==> src/rtl/cache_fill_ctrl.sv <==
// Purpose: arbitrates I/D cache block misses onto one main memory and streams the block back into the missing cache.
// Latency: miss seen in IDLE at T -> reads issued T+1..T+WORDS -> DONE one cycle after the last word returns.
// Backpressure: none from memory; the pipeline is held through the combinational stall outputs until the fill is done.
module cache_fill_ctrl #(
  parameter int WORDS_PER_BLOCK = 8,
  parameter int ADDR_W          = 16
) (
  input  logic              clk,
  input  logic              rst_n,
  input  logic              dcache_miss,
  input  logic [ADDR_W-1:0] dcache_miss_addr,
  input  logic              icache_miss,
  input  logic [ADDR_W-1:0] icache_miss_addr,
  input  logic              mem_data_valid,
  input  logic [15:0]       mem_data_out,
  output logic              mem_en,
  output logic [ADDR_W-1:0] mem_addr,
  output logic              fill_wen,
  output logic [ADDR_W-1:0] fill_addr,
  output logic [15:0]       fill_data,
  output logic              fill_target,
  output logic              tag_wen,
  output logic              fill_done_i,
  output logic              fill_done_d,
  output logic              stall_inst_miss,
  output logic              stall_data_miss
);

  // Byte-offset bits inside a block, and a counter wide enough to hold WORDS_PER_BLOCK itself.
  localparam int OFF_W = $clog2(2 * WORDS_PER_BLOCK);
  localparam int CNT_W = $clog2(WORDS_PER_BLOCK) + 1;
  localparam logic [CNT_W-1:0] WORDS     = CNT_W'(WORDS_PER_BLOCK);
  localparam logic [CNT_W-1:0] LAST_WORD = CNT_W'(WORDS_PER_BLOCK - 1);
  localparam logic [ADDR_W-1:0] BLK_MASK = ~(ADDR_W'((1 << OFF_W) - 1));

  typedef enum logic [1:0] {
    IDLE,
    FILL,
    DONE
  } state_t;

  state_t            state, state_nxt;
  logic [CNT_W-1:0]  issue_cnt, issue_nxt;
  logic [CNT_W-1:0]  recv_cnt, recv_nxt;
  logic              target, target_nxt;
  logic [ADDR_W-1:0] base, base_nxt;

  // Word address inside the current block; the offset never carries into tag/index bits.
  function automatic logic [ADDR_W-1:0] word_addr(input logic [ADDR_W-1:0] blk,
                                                  input logic [CNT_W-1:0]  idx);
    return blk + ADDR_W'({idx[CNT_W-2:0], 1'b0});
  endfunction

  // State and fill bookkeeping registers; reset abandons any fill in progress.
  always_ff @(posedge clk or negedge rst_n) begin
    if (!rst_n) begin
      state     <= IDLE;
      issue_cnt <= '0;
      recv_cnt  <= '0;
      target    <= 1'b0;
      base      <= '0;
    end else begin
      state     <= state_nxt;
      issue_cnt <= issue_nxt;
      recv_cnt  <= recv_nxt;
      target    <= target_nxt;
      base      <= base_nxt;
    end
  end

  // Next-state and output decode: D wins arbitration, issue and receive run independently in FILL.
  always_comb begin
    state_nxt   = state;
    issue_nxt   = issue_cnt;
    recv_nxt    = recv_cnt;
    target_nxt  = target;
    base_nxt    = base;
    mem_en      = 1'b0;
    mem_addr    = '0;
    fill_wen    = 1'b0;
    fill_addr   = '0;
    fill_data   = '0;
    tag_wen     = 1'b0;
    fill_done_i = 1'b0;
    fill_done_d = 1'b0;

    case (state)
      IDLE: begin
        issue_nxt = '0;
        recv_nxt  = '0;
        if (dcache_miss) begin
          target_nxt = 1'b1;
          base_nxt   = dcache_miss_addr & BLK_MASK;
          state_nxt  = FILL;
        end else if (icache_miss) begin
          target_nxt = 1'b0;
          base_nxt   = icache_miss_addr & BLK_MASK;
          state_nxt  = FILL;
        end
      end

      FILL: begin
        if (issue_cnt < WORDS) begin
          mem_en    = 1'b1;
          mem_addr  = word_addr(base, issue_cnt);
          issue_nxt = issue_cnt + 1'b1;
        end
        // Only data for a read already issued in this fill is accepted, so returns
        // belonging to a fill killed by reset cannot be mistaken for word 0.
        if (mem_data_valid && (recv_cnt < issue_cnt)) begin
          fill_wen  = 1'b1;
          fill_addr = word_addr(base, recv_cnt);
          fill_data = mem_data_out;
          recv_nxt  = recv_cnt + 1'b1;
          if (recv_cnt == LAST_WORD) begin
            state_nxt = DONE;
          end
        end
      end

      DONE: begin
        tag_wen     = 1'b1;
        fill_done_d = target;
        fill_done_i = ~target;
        state_nxt   = IDLE;
      end

      default: begin
        state_nxt = IDLE;
      end
    endcase
  end

  assign fill_target     = target;
  assign stall_inst_miss = icache_miss & ~fill_done_i;
  assign stall_data_miss = dcache_miss & ~fill_done_d;

endmodule

==> config.mk <==
export PLATFORM = sky130hd
export DESIGN_NAME = cache_fill_ctrl
export DESIGN_NICKNAME = d
export VERILOG_FILES = /design/src/rtl/cache_fill_ctrl.sv
export SDC_FILE = /design/constraint.sdc
export NUM_CORES = 1
export LEC_CHECK = 0
export BUFFER_PORTS_ARGS = -buffer_cell sky130_fd_sc_hd__buf_2
export CORE_MARGIN = 2
export CORE_UTILIZATION = 38
export CTS_BUF_LIST = sky130_fd_sc_hd__clkbuf_4 sky130_fd_sc_hd__clkbuf_8
export DETAILED_ROUTE_END_ITERATION = 7
export GPL_TIMING_DRIVEN = 0
export PLACE_DENSITY = 0.8
export RECOVER_POWER = 50
export SYNTH_ARGS = -nofsm -noshare
export SYNTH_HDL_FRONTEND = slang
export SYNTH_SLANG_ARGS = --single-unit
==> constraint.sdc <==
create_clock -name clk -period 1.7 [get_ports clk]
set_input_delay 0.255 -clock clk [delete_from_list [all_inputs] [get_ports clk]]
set_output_delay 0.255 -clock clk [all_outputs]
set_load 0.01 [all_outputs]
==> results of run 1 <==
==> metrics by stage <==
stage,instances,power [mW]
after floorplan,180,0.591
after global placement,327,0.654
after detailed placement,327,0.655
after CTS,339,0.994
after global routing,356,1.03
final,356,0.994
==> final cells by class <==
class,count,area [µm²]
multi-input combinational,137,1090
fill,264,1060
timing repair buffer,124,980
sequential,23,578
buffer,12,105
tap,50,62.6
clock buffer,3,41.3
inverter,6,22.5
clock inverter,1,5.00
==> layer usage <==
layer | GRT usage [%] | vias up
met4 | 5.61 | 0
met1 | 21.6 | 817
li1 | - | 848
met3 | 2.67 | 6
met2 | 33.5 | 77
met5 | 0 | -
==> final timing paths <==
| check | startpoint | endpoint | slack [ns] |
|---|---|---|---|
| max | issue_cnt[1] | fill_addr[1] | -0.55 |
| max reg2reg | issue_cnt[1] | recv_cnt[3] | -0.18 |
| min reg2reg | base[14] | base[14] | 0.50 |
| min | icache_miss_addr[8] | base[8] | 0.27 |
| max in group asynchronous | rst_n | recv_cnt[2] | 0.77 |
| min in group asynchronous | rst_n | recv_cnt[1] | 0.51 |
==> critical path, delay by kind of cell, from the launching register on <==
family | cells | cell delay (ns)
buffers and inverters | 4 | 0.44
flip-flops | 1 | 0.41
AO/OA/AOI/OAI | 2 | 0.37
AND/OR/NAND/NOR | 2 | 0.30
adder cells (fa/ha/maj) | 1 | 0.19
==> cell families after synthesis <==
logic type               count (synthesis)
adder cells (fa/ha/maj)                  5
AND/OR/NAND/NOR                         90
AO/OA/AOI/OAI                           27
buffers and inverters                   20
flip-flops                              23
other                                    1
multiplexers                            13
==> sequential cells by signal, indices dropped and copies added, names as in the netlist <==
register	cells
base	12
issue_cnt	4
recv_cnt	4
state	2
fill_target	1
==> report_power, final <==
part / internal (mW) / switching, mW
sequential: 0.546 / 0
combinational: 0.0562 / 0.0439
clock: 0.164 / 0.184
==> placed cells by master, fill, tap and decap left out, drive strengths merged <==
cell           n
buf          128
and2          45
dfrtp         23
nand2         20
o21ai         16
mux2i         13
clkbuf        10
nor2b          6
inv            6
nor2           6
nand3          5
ha             5
a21oi          3
o211ai         3
a22o           2
conb           2
or3            2
nand2b         1
nor3b          1
o311ai         1
nor4           1
nand4b         1
or4            1
nor3           1
o31ai          1
o41ai          1
clkinv         1
dlygate4sd3    1
==> repair_timing <==
action,4_1_cts,5_1_grt
cloned,1,4
setup endpoints to repair,62,59
buffers inserted,8,13
endpoints found under the hold margin,23,0
hold buffers,1,0
pin swaps,6,25
gates resized for setup,24,106
==> impl_results.md, run 1 <==
- Outcome: finished, violations left
- Failing checks: negative setup slack
- Post-layout minimum cycle time: between 2 and 2.5 ns
- Worst Hold Class: in -> reg
- Post-synth top cells: and2_1, dfrtp_1, nand2_1, o21ai_0, mux2i_1
- RSZ-0062 raised after global routing: yes
- DP Wirelength: 3070 µm
- Worst-path maximum fanout: 5
- CTS H-tree lvls: 1
- Number of enable flip-flop cells after synthesis: 0
- Initial antenna violation count: 0
- DIE HEIGHT: 67.6 µm
- CTS tree: done
- Routed met1 length: 2020 µm
- Compound-Gate Fraction of Synth Area: between 10 and 15%
- Die width: 67.6 µm
- Yosys top cell by area: dfrtp_1
- Max stage delay on crit path: 0.41 ns
- Largest family of logic cells by synthesized area: simple AND/OR/NAND/NOR gates
- 1st-pass router iterations: 4
- Power density cells: 345 nW/µm²
- DP Worst Slack: -0.428 ns
- Crit path DAT: 2.00 ns
- # port buffers: 97
- Final Setup Violations: 53
- Count leader, synth: and2_1
- Core footprint: between 3000 and 4000 µm²
- Clk Latency, worst-skew pair: 0.27 ns
- Total grt overflow: 0
- Rel. slew slack: 61.1%
- Critical-path top delay cell: dfrtp_1
- Top FF cell, synth: dfrtp_1
- Worst slew pin tran: 0.584 ns
- Gr usage total: 18.2%
- RePlAce Congestion: just over 0.7
- Synth Area in Adders: 4.07%
- Simple logic cell fraction of the synthesized area: 32.8%
- Hold Vio Cnt, Final: 0
- Fin util: 73.2%
- N_diodes: 0
- Xor and xnor fraction of the mapped netlist area: 0%
- Routed length per instance: 14.2 µm
- Top cells by area, synth: dfrtp_1, and2_1, mux2i_1
- Register area share after synthesis: 37.5%
- Asr flop ratio synth: 100%
- Drt drc: 0
- Via count: 1748
- Hold_ws: 0.273 ns
- Fin nets: 365
- First-pass GRT wire length: roughly 6300 µm
- Max-slew violations: 0
- Vias per Instance: 4.91
- Max-cap violation count: 0
- Met2 WL: 2660 µm
- Design area: approximately 2900 µm²
- Synthesized area: ~1500 µm²
- Final ANT Viol Nets: 0
- Initial Util: 38.9%
- Mux contribution to synthesized area: around 8.5%
- Root Buffer: clkbuf_8
- Worst vdd ir: 0.000278 V
- Row count: 23
- Skew final: approximately 0.0056 ns
- Hold depth: 3
- Highest Signal Layer: met4
- Syn Area/Cell: 8.58 µm²
- Vias in the first global route: 1447
- Clock-pin transition on the worst setup and hold timing paths: 0.09 ns
- Crit start category: flip-flop
- Setup crit end kind: primary output
- Pin count of the biggest net entering global routing: 24
- I/O Pins: about 110
- Ys Warns: 0
- Yosys reg bits: 23
- TritonCTS Buffers: 3
- Data required, critical path: 1.44 ns
- Layout cells sized above 1: about two thirds
- Area grow syn2layout: 87.9%
- Worst path cell trace: inv_2, ha_4, o211ai_1, o211ai_2, nor2_4, buf_12, clkbuf_16, and2_4, buf_6
- Crit share post-route: 132%
- Cell count after synthesis: 179
- R2R cell count: 8
- Clock sinks: 23
- Yosys cell types: 32
- Iteration-0 DRC Markers: 76
- Fmax achieved: 444 MHz
- WL final: 5070 µm
- DIE AREA: 4560 µm²
- Wire length on met3: 344 µm
- Post-DP Area: ~2100 µm²
- Yosys top cell area share: 37.5%
- Critical path class: reg -> out
- Cell leakage power: 1.47 nW
- Clock Path Buffers: 2
- Final WS setup: -0.551 ns
- Post-Route Setup TNS: -18.52 ns
(Power assumes the default switching activity.)
==> run 2: changes to the inputs <==
- ABC_AREA: unset -> 1
- CORE_UTILIZATION: 38 -> 39
- PLACE_DENSITY: 0.8 -> 0.81
- REMOVE_ABC_BUFFERS: unset -> 1
==> run 2 against run 1 <==
Compared with the run above:
- the run still ends with negative setup slack left
- clock skew grew 0.0037 ns
- hold slack got worse by 0.046 ns
- non-clock buffer count increased by 8
- critical endpoint is now fill_addr[10]
- largest cell class is now buffers
==> impl_results.md, run 2 <==
- Outcome: finished, violations left
- Failing checks: negative setup slack
- Final WS setup: -0.324 ns
- Highest Signal Layer: met4
- Hold depth: 3
- DIE AREA: 4690 µm²
- Clock Path Buffers: 2
- Worst path cell trace: inv_2, ha_4, a21oi_4, nand3_4, buf_6, nor2_1, buf_2
- Clk Latency, worst-skew pair: 0.26 ns
- DP Wirelength: between 2000 and 3000 µm
- Max reg flops: 12
- Layout cells sized above 1: 56.6%
- Crit start category: flip-flop
- Post-synth top cells: inv_1, nor2_1, nand2_1, dfrtp_1, o211ai_1
- Hold Vio Cnt, Final: 0
- Worst min-delay path startpoint: icache_miss_addr[10]
- TritonCTS Buffers: 3
- WP depth: 7
- Setup crit end kind: primary output
- Row count: 23
- WL final: 5840 µm
- Yosys top cell area share: 35.5%
- CTS tree: done
- N_diodes: 0
- Crit share post-route: 119%
- Data required, critical path: 1.44 ns
- Synthesized area: 1620 µm²
- Clock sinks: 23
- Syn Area/Cell: 6.87 µm²
- Biggest regs: base (12), issue_cnt (4), recv_cnt (4)
- Max-slew violations: 0
- Crit path DAT: 1.77 ns
- Gr usage total: 21.5%
- I/O Pins: 109
- Cell count after synthesis: approximately 240
- Number of enable flip-flop cells after synthesis: 0
- Ys Warns: 0
- Endpoint of the lowest-slack register-to-register path: recv_cnt[0]
- Wire length on met3: 431 µm
- DP Worst Slack: -0.440 ns
- Yosys reg bits: 23
- Worst vdd ir: 0.00101 V
- Iteration-0 DRC Markers: around 160
- Worst slew pin tran: 0.596 ns
- Design area: about 3000 µm²
- Vias per Instance: 4.74
- Routed length per instance: around 14 µm
- First-pass GRT wire length: 7350 µm
- Max stage delay on crit path: 0.40 ns
- Fillers: 280
- Register area share after synthesis: a little over a third
- Commonest non-fill, non-tap cell in the layout: buf_2
- Worst hold path endpoint: base[10]
- Vias in the first global route: roughly 1700
- Register-to-register setup slack: -0.19 ns
- Area grow syn2layout: 85.6%
- # port buffers: 98
- Rel. slew slack: 60.3%
- Top cells by area, synth: dfrtp_1, inv_1, nor2_1
- Final ANT Viol Nets: 0
- Yosys cell types: 28
- Worst Hold Class: in -> reg
- Via count: 2018
- Total grt overflow: 0
- Fin util: between 70% and 80%
- Routed met1 length: 2180 µm
- R2R cell count: 13
- Critical-path top delay cell: dfrtp_1
- Asr flop ratio synth: 100%
- Root Buffer: clkbuf_8
- Buf/Inv on CP: 3
- Worst-path maximum fanout: 7
- 1st-pass router iterations: 4
- Post-DP Area: 2100 µm²
- Critical path class: reg -> out
- DIE HEIGHT: 68.5 µm
- Drt drc: 0
- Initial antenna violation count: 0
- Final Setup Violations: 52
- Top FF cell, synth: dfrtp_1
- RSZ-0062 raised after global routing: yes
- Post-Route Setup TNS: -10.07 ns
- Reg with most FFs: base
- Post-layout minimum cycle time: 2.02 ns
- Die width: roughly 68 µm
- Core footprint: 4000 µm²
- Fin nets: 435
- Fmax achieved: 494 MHz
- RR Startpoint: recv_cnt[1]
- CTS H-tree lvls: 1
- Skew final: 0.00928 ns
- Worst setup path start: issue_cnt[3]
- Yosys top cell by area: dfrtp_1
- Pin count of the biggest net entering global routing: 28
- Initial Util: 40.5%
- Max-cap violation count: 0
- Cell leakage power: 1.67 nW
- Clock-pin transition on the worst setup and hold timing paths: 0.09 ns
- Most frequent cells in the layout: buf_2, inv_1, buf_6
- Count leader, synth: inv_1
- CP delay by family, top: buffers and inverters
- RePlAce Congestion: roughly 0.84
- Met2 WL: about 3200 µm
- Power density cells: 2120 nW/µm²
[run 2: cell count changes after synthesis, sizes merged, moves of 3 or more]
cell | before | now
and2 | 45 | 0
nor2b | 6 | 0
mux2i | 13 | 0
nand2 | 20 | 34
o211ai | 3 | 12
inv | 6 | 63
buf | 7 | 10
nand4 | 0 | 5
clkbuf | 7 | 1
nor2 | 6 | 51
[run 2: area by class of cell]
| cell class | count | area [µm²] | share of cell area [%] |
|---|---|---|---|
| inverter | 63 | 241 | 8.03 |
| timing repair buffer | 144 | 1080 | 36.0 |
| multi-input combinational | 142 | 995 | 33.1 |
| tap | 50 | 62.6 | 2.08 |
| clock buffer | 4 | 48.8 | 1.62 |
| sequential | 23 | 578 | 19.2 |
[run 2: worst max-delay path by stage]
stage / to / slack [ns]
after floorplan: fill_addr[10] / -0.11
after global routing: fill_addr[10] / -0.41
after detailed placement: fill_data[1] / -0.44
final: fill_addr[10] / -0.32
after CTS: fill_data[8] / -0.28
after global placement: fill_data[1] / -0.37
[run 2: logic make-up after synthesis]
logic type,synth area share [%]
AOI/OAI and AO/OA,12.6
DFF,35.5
other,0.231
and+or+nand+nor,27.2
xor gates and xnor gates,1.08
adders and majority gates,3.86
buffers and inverters,19.5
[run 2: power by group]
group	internal, mW	leakage (nW)	total [mW]	switching (mW)
registers	0.811	0.279	0.967	0.156
logic	2.47	1.37	5.05	2.59
clock network	0.183	0.0262	0.366	0.183
total	3.46	1.67	6.39	2.93
[run 2: worst min-delay path: stages]
cell and delay (ns):
buf_2 0.08, o211ai_1 0.07, o21ai_0 0.06
[run 2: stage by stage]
stage | cells | power (mW) | hold slack [ns]
floorplan | 226 | 2.55 | -0.0406
global placement | 374 | 3.36 | 0.259
detailed placement | 374 | 3.44 | 0.266
CTS | 408 | 5.05 | 0.225
global route | 426 | 6.80 | 0.238
finish | 426 | 6.39 | 0.227
[run 2: layer usage]
layer,track usage (%),up-vias
li1,-,993
met1,25.1,907
met2,38.1,110
met3,2.96,8
met4,10.5,0
met5,0,-
[run 2: what timing repair did]
item                       CTS  global route
cloned                       3             1
hold buffers                 1             0
pin swaps                    9            18
buffers inserted            28            18
gates resized for setup     40            65
hold endpoints to repair    23             0
setup endpoints to repair   39            51
